$ cat config.mk
export PLATFORM = sky130hd
export DESIGN_NAME = div_result_bcd_flat
export DESIGN_NICKNAME = d
export VERILOG_FILES = /design/src/rtl/div_result_bcd_pkg.sv /design/src/rtl/div_result_bcd_if.sv /design/src/rtl/bcd_dabble_step.sv /design/src/rtl/div_result_bcd.sv /design/src/flat_wrapper.sv
export SDC_FILE = /design/constraint.sdc
export NUM_CORES = 1
export LEC_CHECK = 0
export CORE_ASPECT_RATIO = 1.4
export CORE_MARGIN = 3
export CORE_UTILIZATION = 49
export DETAILED_ROUTE_END_ITERATION = 10
export MAX_ROUTING_LAYER = met4
export PLACE_DENSITY_LB_ADDON = 0.05
export SLEW_MARGIN = 15
export SYNTH_ARGS = -nofsm -noshare
export SYNTH_HDL_FRONTEND = slang
export SYNTH_SLANG_ARGS = --single-unit
$ cat constraint.sdc
create_clock -name clk -period 1.82 [get_ports clk]
set_clock_uncertainty 0.1 [all_clocks]
set_input_delay 0.273 -clock clk [delete_from_list [all_inputs] [get_ports clk]]
set_output_delay 0.273 -clock clk [all_outputs]
set_load 0.02 [all_outputs]
$ cat src/rtl/div_result_bcd_pkg.sv
`default_nettype none
// ============================================================================
// Module : div_result_bcd_pkg
// Brief  : Shared widths, FSM encoding and constants for the BCD result stage.
// Rev    : 1.0  initial release
// ============================================================================
package div_result_bcd_pkg;

    localparam int c_w  = 8;
    localparam int c_nd = 3;

    // Reported in both BCD fields when the divider flags overflow.
    localparam logic [4*c_nd-1:0] c_bcd_invalid = 12'hFFF;

    typedef enum logic [1:0] {
        S_IDLE  = 2'd0,
        S_SHIFT = 2'd1,
        S_DONE  = 2'd2
    } state_e;

endpackage
`default_nettype wire

$ cat src/rtl/div_result_bcd_if.sv
`default_nettype none
// ============================================================================
// Module : div_result_bcd_if
// Brief  : Input and output valid/ready channels of the BCD result stage.
// Rev    : 1.0  initial release
// ============================================================================
interface div_result_bcd_if
    import div_result_bcd_pkg::*;
#(
    parameter int W  = c_w,
    parameter int ND = c_nd
);
    logic            in_valid;
    logic            in_ready;
    logic [W-1:0]    in_q;
    logic [W-1:0]    in_r;
    logic            in_ovf;
    logic            out_valid;
    logic            out_ready;
    logic [4*ND-1:0] out_q_bcd;
    logic [4*ND-1:0] out_r_bcd;
    logic            out_ovf;
    logic            busy;

    modport slave (
        input  in_valid, in_q, in_r, in_ovf, out_ready,
        output in_ready, out_valid, out_q_bcd, out_r_bcd, out_ovf, busy
    );

    modport master (
        output in_valid, in_q, in_r, in_ovf, out_ready,
        input  in_ready, out_valid, out_q_bcd, out_r_bcd, out_ovf, busy
    );
endinterface
`default_nettype wire

$ cat src/rtl/bcd_dabble_step.sv
`default_nettype none
// ============================================================================
// Module : bcd_dabble_step
// Brief  : One double-dabble iteration: add-3 to digits >= 5, then shift left.
// Rev    : 1.0  initial release
// ============================================================================
module bcd_dabble_step
    import div_result_bcd_pkg::*;
#(
    parameter int W  = c_w,
    parameter int ND = c_nd
) (
    input  wire logic [4*ND-1:0] i_bcd,
    input  wire logic [W-1:0]    i_src,
    output logic      [4*ND-1:0] o_bcd,
    output logic      [W-1:0]    o_src
);
    logic [4*ND-1:0] w_adj;

    for (genvar k = 0; k < ND; k++) begin : g_digit
        logic [3:0] w_digit;
        assign w_digit          = i_bcd[4*k +: 4];
        // Digits never exceed 9, so the 4-bit add cannot carry out.
        assign w_adj[4*k +: 4]  = (w_digit >= 4'd5) ? (w_digit + 4'd3) : w_digit;
    end

    assign {o_bcd, o_src} = {w_adj, i_src} << 1;

endmodule
`default_nettype wire

$ cat src/rtl/div_result_bcd.sv
`default_nettype none
// ============================================================================
// Module : div_result_bcd
// Brief  : Converts divider quotient/remainder to packed BCD, one at a time.
// Rev    : 1.0  initial release
// ============================================================================
module div_result_bcd
    import div_result_bcd_pkg::*;
#(
    parameter int W  = c_w,
    parameter int ND = c_nd
) (
    input  wire logic         clk,
    input  wire logic         rst,
    div_result_bcd_if.slave   bus
);
    localparam int CW = $clog2(W + 1);

    state_e          r_state_q,     w_state_d;
    logic [CW-1:0]   r_cnt_q,       w_cnt_d;
    logic [W-1:0]    r_q_src_q,     w_q_src_d;
    logic [W-1:0]    r_r_src_q,     w_r_src_d;
    logic [4*ND-1:0] r_q_acc_q,     w_q_acc_d;
    logic [4*ND-1:0] r_r_acc_q,     w_r_acc_d;
    logic [4*ND-1:0] r_out_q_bcd_q, w_out_q_bcd_d;
    logic [4*ND-1:0] r_out_r_bcd_q, w_out_r_bcd_d;
    logic            r_out_ovf_q,   w_out_ovf_d;

    logic [4*ND-1:0] w_q_acc_step, w_r_acc_step;
    logic [W-1:0]    w_q_src_step, w_r_src_step;

    bcd_dabble_step #(.W(W), .ND(ND)) u_step_q (
        .i_bcd (r_q_acc_q),
        .i_src (r_q_src_q),
        .o_bcd (w_q_acc_step),
        .o_src (w_q_src_step)
    );

    bcd_dabble_step #(.W(W), .ND(ND)) u_step_r (
        .i_bcd (r_r_acc_q),
        .i_src (r_r_src_q),
        .o_bcd (w_r_acc_step),
        .o_src (w_r_src_step)
    );

    always_comb begin
        w_state_d     = r_state_q;
        w_cnt_d       = r_cnt_q;
        w_q_src_d     = r_q_src_q;
        w_r_src_d     = r_r_src_q;
        w_q_acc_d     = r_q_acc_q;
        w_r_acc_d     = r_r_acc_q;
        w_out_q_bcd_d = r_out_q_bcd_q;
        w_out_r_bcd_d = r_out_r_bcd_q;
        w_out_ovf_d   = r_out_ovf_q;
        case (r_state_q)
            S_IDLE: begin
                if (bus.in_valid) begin
                    if (bus.in_ovf) begin
                        w_out_q_bcd_d = c_bcd_invalid;
                        w_out_r_bcd_d = c_bcd_invalid;
                        w_out_ovf_d   = 1'b1;
                        w_state_d     = S_DONE;
                    end else begin
                        w_q_src_d = bus.in_q;
                        w_r_src_d = bus.in_r;
                        w_q_acc_d = '0;
                        w_r_acc_d = '0;
                        w_cnt_d   = CW'(W);
                        w_state_d = S_SHIFT;
                    end
                end
            end
            S_SHIFT: begin
                w_q_src_d = w_q_src_step;
                w_r_src_d = w_r_src_step;
                w_q_acc_d = w_q_acc_step;
                w_r_acc_d = w_r_acc_step;
                w_cnt_d   = r_cnt_q - CW'(1);
                // The last shift lands straight in the output registers.
                if (r_cnt_q == CW'(1)) begin
                    w_out_q_bcd_d = w_q_acc_step;
                    w_out_r_bcd_d = w_r_acc_step;
                    w_out_ovf_d   = 1'b0;
                    w_state_d     = S_DONE;
                end
            end
            S_DONE: begin
                if (bus.out_ready) begin
                    w_state_d = S_IDLE;
                end
            end
            default: w_state_d = S_IDLE;
        endcase
    end

    always_ff @(posedge clk) begin
        if (rst) begin
            r_state_q     <= S_IDLE;
            r_cnt_q       <= '0;
            r_q_src_q     <= '0;
            r_r_src_q     <= '0;
            r_q_acc_q     <= '0;
            r_r_acc_q     <= '0;
            r_out_q_bcd_q <= '0;
            r_out_r_bcd_q <= '0;
            r_out_ovf_q   <= 1'b0;
        end else begin
            r_state_q     <= w_state_d;
            r_cnt_q       <= w_cnt_d;
            r_q_src_q     <= w_q_src_d;
            r_r_src_q     <= w_r_src_d;
            r_q_acc_q     <= w_q_acc_d;
            r_r_acc_q     <= w_r_acc_d;
            r_out_q_bcd_q <= w_out_q_bcd_d;
            r_out_r_bcd_q <= w_out_r_bcd_d;
            r_out_ovf_q   <= w_out_ovf_d;
        end
    end

    assign bus.in_ready  = (r_state_q == S_IDLE);
    assign bus.out_valid = (r_state_q == S_DONE);
    assign bus.busy      = (r_state_q == S_SHIFT) || (r_state_q == S_DONE);
    assign bus.out_q_bcd = r_out_q_bcd_q;
    assign bus.out_r_bcd = r_out_r_bcd_q;
    assign bus.out_ovf   = r_out_ovf_q;

endmodule
`default_nettype wire
$ cat src/flat_wrapper.sv
// flat-port wrapper written by rule: the top's interface ports become plain ports
module div_result_bcd_flat import div_result_bcd_pkg::*;
#(
    parameter int W  = c_w,
    parameter int ND = c_nd
)
  (clk, rst, bus_in_valid, bus_in_q, bus_in_r, bus_in_ovf, bus_out_ready, bus_in_ready, bus_out_valid, bus_out_q_bcd, bus_out_r_bcd, bus_out_ovf, bus_busy);
  div_result_bcd_if #(.W(W), .ND(ND)) bus_i ();
  input  wire logic clk;
  input  wire logic rst;
  input wire logic [$bits(bus_i.in_valid)-1:0] bus_in_valid;
  input wire logic [$bits(bus_i.in_q)-1:0] bus_in_q;
  input wire logic [$bits(bus_i.in_r)-1:0] bus_in_r;
  input wire logic [$bits(bus_i.in_ovf)-1:0] bus_in_ovf;
  input wire logic [$bits(bus_i.out_ready)-1:0] bus_out_ready;
  output wire logic [$bits(bus_i.in_ready)-1:0] bus_in_ready;
  output wire logic [$bits(bus_i.out_valid)-1:0] bus_out_valid;
  output wire logic [$bits(bus_i.out_q_bcd)-1:0] bus_out_q_bcd;
  output wire logic [$bits(bus_i.out_r_bcd)-1:0] bus_out_r_bcd;
  output wire logic [$bits(bus_i.out_ovf)-1:0] bus_out_ovf;
  output wire logic [$bits(bus_i.busy)-1:0] bus_busy;
  assign bus_i.in_valid = bus_in_valid;
  assign bus_i.in_q = bus_in_q;
  assign bus_i.in_r = bus_in_r;
  assign bus_i.in_ovf = bus_in_ovf;
  assign bus_i.out_ready = bus_out_ready;
  assign bus_in_ready = bus_i.in_ready;
  assign bus_out_valid = bus_i.out_valid;
  assign bus_out_q_bcd = bus_i.out_q_bcd;
  assign bus_out_r_bcd = bus_i.out_r_bcd;
  assign bus_out_ovf = bus_i.out_ovf;
  assign bus_busy = bus_i.busy;
  div_result_bcd #(.W(W), .ND(ND)) u_core (.clk(clk), .rst(rst), .bus(bus_i));
endmodule
==> flow_results.org, run 1 <==
** Clock network
- Clock transition at the registers of the reported paths :: 0.07 ns
- CTS tree :: done
- Clock latency of the later-clocked register in the worst-skew pair :: 0.34 ns
- Number of buffers between clock root and the deepest sink :: 2
- The H-tree was split into 3 levels.
- CTS buffer count :: 9
- Number of buffers inserted by hold repair at cts :: 0
- Clock Sinks :: 71
- Clk Tree Root Cell :: clkbuf_8

** Timing
- Based on the critical path, the design can be clocked at up to 541.2 MHz.
- Final setup violating endpoints :: 17
- Min Tclk post-route :: 1.848 ns
- The number of failing hold endpoints at the final stage was 0.
- Measured slew at the worst slew-check pin :: 0.5355 ns
- After layout, the worst setup slack is -0.02780 ns.
- In the finished design, the share of the clock period the worst path needs comes to 1.015.
- Relative slew slack :: 0.6430
- Unrepaired setup endpoints after global routing :: yes
- The number of slew-limit violations in the final report was 0.

** Floorplanning
- After floorplanning, the core was divided into 34 placement rows.
- Die span in y :: 102.8 um
- The die covers 0.007719 mm^2.
- For this configuration, the core starts out at a cell density of 0.5170.
- Total I/O pin count :: 49
- Die width :: 75.12 um
- Floorplan Core Area :: 0.006339 mm^2

** Cells and area
- Ant diodes :: 0
- For this run, the post-layout net count is 493.
- The library cells used most frequently in the layout, excluding fill and tap cells, are dfxtp_1 (68), clkdlybuf4s50_1 (44), nor2_1 (41), nand2_1 (33), buf_4 (26).
- End-of-flow core utilization :: 0.6940
- The library cell used most frequently in the layout, excluding fill and tap cells, is dfxtp_1.
- Post-route standard cell area excluding fillers :: 0.004399 mm^2
- Area growth from synthesis to layout :: 34.25%
- In the final layout, the share of cells above drive strength 1 is 0.1874.

** Placed design
- The congestion estimate from routability-driven global placement came to 0.8069.
- Buffers placed on the I/O ports in this run total 48.
- Sum of net half-perimeters after detailed placement :: 4913 um
- Once placement finished, the instance area stood at 0.004041 mm^2.
- Timing analysis after detailed placement gives a worst setup slack of -0.1887 ns.

** Critical path
- Maximum single-stage delay on the critical path :: 0.39 ns
- Kind of cell adding the most delay to the critical path :: simple AND/OR/NAND/NOR gates
- The signal on the critical path passes through inv_2 > ha_4 > or3b_4 > a22oi_4 > buf_12 > and2_4 > clkbuf_16 > a211oi_1.
- STA classifies the critical path startpoint as a register.
- In this run the register-to-register setup slack is -0.03 ns.
- The worst setup path is captured at a register.
- CP Data Arrival Time :: 1.95 ns
- The critical path in this run is classified as register to register.
- Combined buffer and inverter count along the critical path :: 3
- Endpoint of the worst register-to-register path :: u_core.bus.out_q_bcd[1]
- CP Launch Point :: u_core.r_cnt_q[1]
- Cell depth of the worst flop-to-flop path :: 8
- Max Fanout on Critical Path :: 8
- Critical Path RT :: 1.93 ns
- The largest individual stage delay along the critical path comes from the cell or3b_4.
- Worst reg2reg startpoint :: u_core.r_cnt_q[1]

** GRT
- Remaining Overflow, GRT :: 0
- Aggregate global-route resource usage :: 0.2112
- Maximum number of pins on one net before global-route repair :: 49
- The initial antenna violation count came to 0.
- The first global-routing pass estimated 12270 um of wire.
- Number of global-route vias before repair :: 2794

** Synthesis
- Seq cells post-synth :: 71
- Warnings from Yosys :: 0
- Post-synthesis cell area :: 0.003277 mm^2
- Synthesized area per cell :: 8.578 um^2
- Post-synth net total :: 420
- Distinct cells, synth :: 35
- Sequential element share of the synthesized area :: 0.4338
- Counting every instance in the synthesized netlist gives 382.

** Hold path
- The worst hold path begins at rst.
- Type of the tightest min-delay check :: input pin to register
- The path with the worst hold slack has its endpoint at u_core.r_cnt_q[3].
- Hold Path Cell Cnt :: 2

** Routing
- Total Wirelength :: 7578 um
- Number of vias in the routed layout :: 2873
- After detailed routing, the average wire length per cell comes to 14.27 um.
- Remaining routing DRC violations :: 0
- Post-detailed-route count of antenna-violating nets :: 0
- Via-per-instance ratio :: 5.411
- Initial DRC Count :: 149
- Number of detailed-routing iterations run before antenna repair :: 4

** Power and ir drop
- Dividing total power by cell area gives a power density of 1110 mW/mm^2.
- VDD sags by at most 618.1 uV.
- Static leakage power :: 1.600 nW

** Status
- The checks that failed: negative setup slack.
- The run finished, with violations left.

** Run
- Number of maximum-capacitance violations :: 0
cells in the mapped netlist:
cell type | instances | area share
a2111oi_0 | 2 | 0.0053
mux2_2 | 6 | 0.021
a222oi_1 | 1 | 0.0031
and2b_1 | 1 | 0.0023
a22oi_1 | 8 | 0.018
a21boi_1 | 1 | 0.0023
o2bb2ai_1 | 1 | 0.0027
a21oi_1 | 28 | 0.043
o32ai_1 | 1 | 0.0027
inv_1 | 20 | 0.023
ha_1 | 17 | 0.065
nand3b_1 | 3 | 0.0069
nand3_1 | 8 | 0.012
nor2_1 | 47 | 0.054
nor3_1 | 10 | 0.015
buf_4 | 7 | 0.016
xnor2_1 | 7 | 0.019
a21boi_0 | 1 | 0.0023
o21ai_1 | 2 | 0.0031
nand2b_1 | 11 | 0.021
o21ai_0 | 24 | 0.037
a211oi_1 | 19 | 0.044
dfxtp_1 | 71 | 0.43
nor4_1 | 6 | 0.011
nor3b_1 | 17 | 0.039
buf_2 | 5 | 0.0076
clkbuf_1 | 11 | 0.013
or3b_4 | 1 | 0.0034
and3b_1 | 1 | 0.0027
a21o_1 | 2 | 0.0046
a22oi_4 | 1 | 0.0065
and2_1 | 1 | 0.0019
nand2_1 | 33 | 0.038
a311oi_1 | 7 | 0.019
xor2_1 | 1 | 0.0027
how the worst max path moves through the flow:
stage                     cells past startpoint                        to  slack, ns
after floorplan                               9  u_core.bus.out_q_bcd[10]       0.02
after global placement                        6       u_core.r_r_src_q[7]      -0.13
after detailed placement                      6       u_core.r_r_src_q[7]      -0.19
after CTS                                     7  u_core.bus.out_r_bcd[10]      0.004
after global routing                          8   u_core.bus.out_q_bcd[9]      -0.08
final                                         8   u_core.bus.out_q_bcd[1]      -0.03
state kept, by name, indices dropped and copies added, names as in the netlist:
register and flops:
u_core.r_cnt_q 4, u_core.bus.out_r_bcd 12, u_core.bus.out_q_bcd 12, u_core.r_state_q 2, u_core.r_q_src_q 8, u_core.r_r_acc_q 12
u_core.bus.out_ovf 1, u_core.r_r_src_q 8, u_core.r_q_acc_q 12
power by group:
part | switching [mW] | leakage, nW | internal [mW] | total [mW]
clock | 0.568 | 0.0850 | 0.518 | 1.09
sequential | 0.136 | 0.581 | 1.79 | 1.92
combinational | 0.933 | 0.934 | 0.941 | 1.87
total | 1.64 | 1.60 | 3.25 | 4.88
logic make-up (layout without fill, tap and decap cells):
logic type | Yosys count | count (layout) | synth area share
buffers and inverters | 43 | 120 | 0.05918
adder cells (fa/ha/maj) | 17 | 17 | 0.06491
multiplexers | 6 | 6 | 0.02062
AND/OR/NAND/NOR | 139 | 139 | 0.2077
AO/OA/AOI/OAI | 98 | 98 | 0.1924
flip-flops | 71 | 71 | 0.4338
XOR/XNOR | 8 | 8 | 0.02138
metrics by stage:
stage	total power, mW	hold WS (ns)	instances	setup TNS [ns]
floorplan	2.937	0.3250	382	0
global placement	3.644	0.3365	509	-3.398
detailed placement	3.663	0.3479	509	-4.297
CTS	4.770	0.05885	527	0
global route	5.184	0.08127	531	-1.543
finish	4.885	0.07035	531	-0.2621
final cells by class:
| class | count | area [um^2] |
|---|---|---|
| clock buffers | 11 | 141.4 |
| clock inverters | 4 | 22.52 |
| fillers | 518 | 1939 |
| inverters | 20 | 75.07 |
| multi-input cells | 268 | 1763 |
| flip-flops and latches | 71 | 1428 |
| well taps | 72 | 90.09 |
| repair buffers | 85 | 879.6 |
metal layers:
layer,GRT usage,share of wire,vias up,wire length [um]
li1,-,-,1481,-
met1,0.2386,0.45,1336,3385
met2,0.3591,0.51,45,3847
met3,0.03805,0.028,11,211
met4,0.09041,0.018,0,133
met5,-,0,-,0
what timing repair did:
item / in CTS / in global routing
gates resized for setup: 13 / 21
gates cloned: 1 / 2
setup buffers: 2 / 2
setup endpoints to repair: 22 / 35
pin swaps: 3 / 7
hold endpoints to repair: 0 / 0
Power figures use the tool's default switching activity.
==> inputs of run 2 (changes only) <==
GPL_TIMING_DRIVEN = 0   (was not set)
==> flow_results.org, run 2 (synthesized netlist as in run 1, its figures left out) <==
** Status
- The flow ran to the end, but the final reports show violations.
- Violated checks :: negative setup slack

** Floorplanning
- Total I/O pin count :: 49
- Die ar. :: 0.007719 mm^2
- Die width :: 75.12 um
- The initial utilization of the core area, before any placement, comes to 0.5170.
- After floorplanning, the core was sized to cover 0.006339 mm^2.
- Std cell rows :: 34
- Measured along the y axis, the die boundary spans 102.8 um.

** Routing
- After detailed routing, the met3 layer carries 382 um of wire.
- Number of vias in the routed layout :: 3043
- WL/cell :: 16.33 um
- Top routing layer used :: met4
- Via-per-instance ratio :: 5.677
- The routed design has 8751 um of wire.
- Post-detailed-route count of antenna-violating nets :: 0
- After the first detailed-routing iteration, the DRC count stood at 104.
- After detailed routing, the number of remaining DRC violations is 0.
- The pre-antenna-repair detailed-routing pass consisted of 4 iterations.
- Met2 wire length :: 4498 um
- Post-Route M1 WL :: 3625 um

** Clock network
- CTS HTree Levels :: 3
- Clock latency of the later-clocked register in the worst-skew pair :: 0.34 ns
- TritonCTS built the clock tree.
- Clock Sinks :: 71
- Clk Tree Root Cell :: clkbuf_8
- The clock passes through at most 2 buffers.
- In this run, CTS created clock tree buffers numbering 9.
- Clock transition at the registers of the reported paths :: 0.08 ns

** Placed design
- Final GP Congestion :: 0.7921
- Timing analysis after detailed placement gives a worst setup slack of -0.4088 ns.
- Sum of net half-perimeters after detailed placement :: 5429 um
- I/O Buffers :: 47

** Cells and area
- Ant diodes :: 0
- Summing all flip-flop and latch instances after layout gives 0.001429 mm^2.
- Measured on the finished design, the core utilization comes to 0.7383.
- Layout cell share with drive strength beyond 1 :: 0.2672
- Compared with the post-synthesis result, the final layout area differs by 42.80%.
- Final-layout fill cell count :: 457
- Area taken by multi-input logic gates :: 0.001962 mm^2
- In the layout the commonest cells are dfxtp_1 (67), clkdlybuf4s50_1 (44), nor2_1 (38), nand2_1 (26).
- Commonest non-fill, non-tap cell in the layout :: dfxtp_1
- For this run, the post-layout net count is 497.

** GRT
- Remaining Overflow, GRT :: 0
- Entering global routing, the biggest net connects 13 pins.
- Antenna violations before repair :: 0
- Aggregate global-route resource usage :: 0.2326
- Number of global-route vias before repair :: 2834
- Wire length of the first global-routing pass :: 13340 um

** Timing
- Highest attainable clock frequency :: 514.3 MHz
- In the post-route analysis, the smallest setup slack over all paths is -0.1244 ns.
- Adding up every negative setup slack in the final design gives -1.320 ns.
- Relative slew slack :: 0.5141
- For the pin with the worst max-slew slack, the measured transition is 0.7288 ns.
- Min Tclk post-route :: 1.944 ns
- The number of failing hold endpoints at the final stage came to 0.
- Final setup violating endpoints :: 23
- The number of slew-limit violations in the final report is 0.
- Setup repair after global routing could not meet its margin everywhere.
- Dividing the final minimum period by the clock period gives 1.068.

** Critical path
- The critical path ends at u_core.bus.out_q_bcd[10].
- The worst setup path is captured at a register.
- CP Data Arrival Time :: 2.04 ns
- In this run the worst path has a maximum fanout of 5.
- The worst setup path is of the register to register kind.
- The setup check on the worst reg-to-reg path leaves a slack of -0.12 ns.
- Endpoint of the worst register-to-register path :: u_core.bus.out_q_bcd[10]
- Sort of element at the start of the critical path :: register
- Measured in cells, the most critical reg-to-reg path has a length of 8.
- CP Launch Point :: u_core.r_cnt_q[1]
- CP Cell Sequence :: inv_2 > ha_4 > or3b_4 > a22oi_4 > and2_4 > buf_12 > buf_8 > a211oi_1
- Maximum single-stage delay on the critical path :: 0.40 ns
- In this run the critical register-to-register path is launched from u_core.r_cnt_q[1].
- The slowest stage of the critical path is the or3b_4 cell.
- Critical Path RT :: 1.91 ns

** Power and ir drop
- Internal power consumption :: 3.690 mW
- Of the total power, combinational logic draws 0.387.
- The analysis attributes to cell leakage a power of 1.672 nW.
- Of the total power, the share spent switching nets is 0.3349.
- Power Dens Cells :: 1186 mW/mm^2
- Sequential share of power :: 0.351
- Of the total power, the clock network draws 0.262.
- For this design the total switching power over the nets is 1.858 mW.
- IR Drop Worst-Case VDD :: 771.5 uV

** Hold path
- Hold Path Cell Cnt :: 2
- Type of the tightest min-delay check :: register to register

** Run
- Across the run, the number of max-cap violations was 0.
## run 2: cell count changes in the layout (fill, tap and decap cells not counted), moves of 7 or more
cell     delta
nand2_1     -7
o21ai_0     -8
a21oi_1    -10
buf_6      +11
a21oi_2    +10
buf_4      -13
o21ai_1     +8
## run 2: worst max-delay path, delay by kind of cell, from the launching register on
family | cells | cell delay [ns]
fa+ha+maj | 1 | 0.12
compound gates | 2 | 0.29
buf+inv | 3 | 0.29
simple gates | 2 | 0.67
flops | 1 | 0.33
## run 2: worst min path at each step
stage	slack (ns)	to	startpoint
after floorplan	0.33	u_core.r_q_acc_q[9]	u_core.r_q_acc_q[9]
after global placement	0.34	u_core.r_r_acc_q[9]	u_core.r_r_acc_q[9]
after detailed placement	0.35	u_core.r_r_src_q[6]	u_core.r_r_src_q[6]
after CTS	0.33	u_core.r_q_acc_q[3]	rst
after global routing	0.39	u_core.r_q_acc_q[9]	u_core.r_q_acc_q[9]
final	0.37	u_core.r_r_src_q[1]	u_core.r_r_src_q[1]
## run 2: per-layer routing
layer	vias to the layer above	global-route usage
met5	-	-
li1	1493	-
met4	0	0.1192
met3	16	0.04000
met1	1452	0.2684
met2	82	0.3812
## run 2: per-stage QoR
| stage | instance area (um^2) | hold slack [ns] | total power, mW | std cells |
|---|---|---|---|---|
| floorplan | 3289 | 0.3250 | 2.937 | 382 |
| global placement | 3850 | 0.3377 | 3.482 | 501 |
| detailed placement | 3850 | 0.3471 | 3.508 | 501 |
| CTS | 4334 | 0.3317 | 5.152 | 527 |
| global route | 4679 | 0.3863 | 5.822 | 536 |
| finish | 4679 | 0.3662 | 5.548 | 536 |
## run 2: what timing repair did
item                                    CTS  global route
hold buffers                              0             0
resized for setup                        46            86
cloned                                    3             3
endpoints found under the setup margin   71            64
buffers inserted                         11            10
pin swaps                                 6            24
## run 2: cell type report
class | instances | area share
multi-input combinational | 268 | 0.4193
sequential | 71 | 0.3053
timing repair buffer | 72 | 0.1588
clock buffer | 11 | 0.03235
buffer | 17 | 0.03075
tap | 72 | 0.01925
clock inverter | 5 | 0.01711
inverter | 20 | 0.01711
## run 2: power groups by stage
stage	sequential (mW)	combinational (mW)	clock, mW
final	1.95	2.15	1.45
after detailed placement	1.95	1.56	0
after global placement	1.94	1.54	0
after global routing	1.98	2.31	1.54
after floorplan	2.10	0.841	0
after CTS	1.91	1.78	1.46
==> inputs of run 3 (changes only) <==
CORE_UTILIZATION = 40   (was 49)
GPL_ROUTABILITY_DRIVEN = 0   (was not set)
clock period = 1.7 ns   (was 1.82 ns; I/O delays follow)
==> flow_results.org, run 3 (synthesized netlist as in run 1, its figures left out) <==
** Status
- The flow ran to the end, but the final reports show violations.
- The final reports fail on negative setup slack.

** Timing
- Final hold vios :: 0
- For the pin with the worst max-slew slack, the measured transition is 0.7076 ns.
- Fin Setup TNS :: -7.062 ns
- Dividing the final minimum period by the clock period gives 1.119.
- Min Tclk post-route :: 1.903 ns
- Setup violations remaining at the end of the flow were counted as 61.
- Relative slew slack :: 0.5283
- Setup repair after global routing could not meet its margin everywhere.
- The number of slew-limit violations in the final report was 0.
- Static timing analysis puts the maximum clock frequency at 525.5 MHz.
- Final hold analysis gives a worst-case slack of 0.3539 ns.
- Across all setup checks in the final design, the least slack found is -0.2029 ns.

** Routing
- Post-detailed-route count of antenna-violating nets :: 0
- The first TritonRoute pass finished after 4 iterations.
- The first routing iteration left 157 violations.
- Total Wirelength :: 8997 um
- After detailed routing, the number of vias per cell comes to 5.248.
- After detailed routing, the number of remaining DRC violations is 0.
- Dividing the detail-routed wire length by the instance count gives 15.49 um.
- The final route contains 3049 vias.

** Critical path
- CP Launch Point :: u_core.r_cnt_q[1]
- The startpoint identified for the worst register-to-register timing path is u_core.r_cnt_q[1].
- Walking the worst path, the cells encountered are inv_2 > ha_4 > or3b_4 > buf_4 > a222oi_1 > buf_4 > nand2b_1 > a21oi_1.
- The slowest stage of the critical path is the or3b_4 cell.
- Worst-case register-to-register setup slack :: -0.20 ns
- The number of buffers and inverters on the critical path is 3.
- For the worst flop-to-flop path, the logic depth is 8.
- Grouping stages by cell kind, the critical path spends the most delay in simple AND/OR/NAND/NOR gates.
- Max Fanout on Critical Path :: 4
- The endpoint identified for the worst register-to-register timing path is u_core.r_state_q[0].
- CP Data Arrival Time :: 2.01 ns
- By instance count, the cell type seen most on the critical path is buf_4.
- The largest single stage delay on the critical path is 0.39 ns.
- The worst setup path is launched from a register.
- STA puts the critical path data required time at 1.80 ns.
- STA classifies the critical path endpoint as a register.
- The worst setup path is of the register to register kind.

** Cells and area
- Leaving out fill and tap cells, the most frequent cells in the layout are dfxtp_1 (66), nor2_1 (39), clkdlybuf4s50_1 (38), buf_4 (24), nand2_2 (18).
- Number of nets in the layout :: 514
- Ant diodes :: 0
- Summing all flip-flop and latch instances after layout gives 0.001430 mm^2.
- Of the cells placed in the final design, the portion with a size suffix greater than 1 is 0.3472.
- Area growth from synthesis to layout :: 51.85%
- Area taken by multi-input logic gates :: 0.002032 mm^2
- Commonest non-fill, non-tap cell in the layout :: dfxtp_1
- Final-layout fill cell count :: 676
- Fin cells :: 581

** Clock network
- Clk Tree Root Cell :: clkbuf_8
- CTS HTree Levels :: 3
- Number of buffers inserted by hold repair at cts :: 0
- The clock passes through at most 2 buffers.
- TritonCTS created 9 clock buffers.
- TritonCTS built the clock tree.
- Clock Sinks :: 71
- Clock latency of the later-clocked register in the worst-skew pair :: 0.35 ns
- Clock transition at the registers of the reported paths :: 0.08 ns

** Power and ir drop
- Power Dens Cells :: 1222 mW/mm^2
- IR Drop Worst-Case VDD :: 640.6 uV
- Summed over all cells, the static leakage comes to 1.880 nW.

** Floorplanning
- Floorplan Core Area :: 0.007845 mm^2
- Die ar. :: 0.009330 mm^2
- The floorplan has 38 rows.
- The die is 82.50 um wide.
- During I/O placement, the number of pins put on the boundary was 49.
- Die span in y :: 113.1 um
- Initial cell density of the core :: 0.4177

** GRT
- The via count of the first global-routing pass is 3008.
- Aggregate global-route resource usage :: 0.2084
- Wire length of the first global-routing pass :: 14480 um
- Antenna violations before repair :: 0
- Entering global routing, the biggest net connects 12 pins.
- Summed over all layers, the global routing overflow is 0.

** Placed design
- Including well taps, the total number of placed cells is 529.
- I/O Buffers :: 47
- After legalization and detailed placement, the total HPWL measured 5635 um.

** Run
- Max-cap violations in this run came to 0.

** Hold path
- Type of the tightest min-delay check :: register to register
- Endpoint, Worst Hold :: u_core.r_r_src_q[6]
- Hold Path Cell Cnt :: 2
- The startpoint identified for the worst hold timing path is u_core.r_r_src_q[6].
-- run 3: cell count changes in the layout (fill, tap and decap cells not counted), sizes merged --
cell,previous run,this run
clkdlybuf4s50,44,38
buf,35,52
clkbuf,19,22
clkinvlp,2,0
dlymetal6s2s,0,5
-- run 3: routing by layer --
| layer | track usage | wire, um | up-vias |
|---|---|---|---|
| met1 | 0.2334 | 3697 | 1446 |
| met4 | 0.1014 | 221 | 0 |
| met3 | 0.02946 | 251 | 17 |
| met2 | 0.3544 | 4826 | 49 |
| met5 | - | 0 | - |
| li1 | - | - | 1537 |
-- run 3: layout make-up --
| type | count | share of cell area |
|---|---|---|
| Inverter | 20 | 0.01559 |
| Clock inverter | 3 | 0.01308 |
| Sequential cell | 71 | 0.2874 |
| Tap cell | 100 | 0.02514 |
| Clock buffer | 13 | 0.03193 |
| Buffer | 18 | 0.03219 |
| Timing Repair Buffer | 88 | 0.1863 |
| Multi-Input combinational cell | 268 | 0.4083 |
-- run 3: power breakdown --
group | switching, mW | total, mW | internal, mW
clock | 0.623 | 1.53 | 0.906
combinational | 1.21 | 2.47 | 1.26
sequential | 0.159 | 2.08 | 1.92
-- run 3: worst max path at each step --
stage                                     to  slack, ns  depth (start not counted)
finish                   u_core.r_state_q[0]      -0.20                          8
global route             u_core.r_state_q[0]      -0.29                          8
CTS                  u_core.bus.out_r_bcd[9]      -0.19                          8
detailed placement       u_core.r_r_acc_q[5]      -0.54                          7
global placement        u_core.r_q_acc_q[10]      -0.51                          7
floorplan           u_core.bus.out_q_bcd[10]      -0.04                          8
-- run 3: worst reg2reg max path, cell delays in order, from the launching register on --
cell	delay, ns
dfxtp_2	0.33
inv_2	0.08
ha_4	0.12
or3b_4	0.39
buf_4	0.15
a222oi_1	0.24
buf_4	0.19
nand2b_1	0.10
a21oi_1	0.06
-- run 3: what timing repair did --
action                                 CTS  global route
pin swaps                               19            39
endpoints found under the hold margin    0             0
setup endpoints to repair               75            74
setup buffers                           27             8
gates cloned                             4             3
gates resized for setup                 78           101
-- run 3: through the flow --
stage | util | area (um^2) | worst slack, ns | total power [mW]
2_1_floorplan | - | 3307 | -0.03545 | 3.169
3_3_place_gp | 0.4974 | 3902 | -0.5140 | 3.779
3_5_place_dp | 0.4974 | 3902 | -0.5352 | 3.794
4_1_cts | 0.5880 | 4613 | -0.1870 | 5.870
5_1_grt | 0.6343 | 4976 | -0.2893 | 6.412
6_report | 0.6343 | 4976 | -0.2029 | 6.079
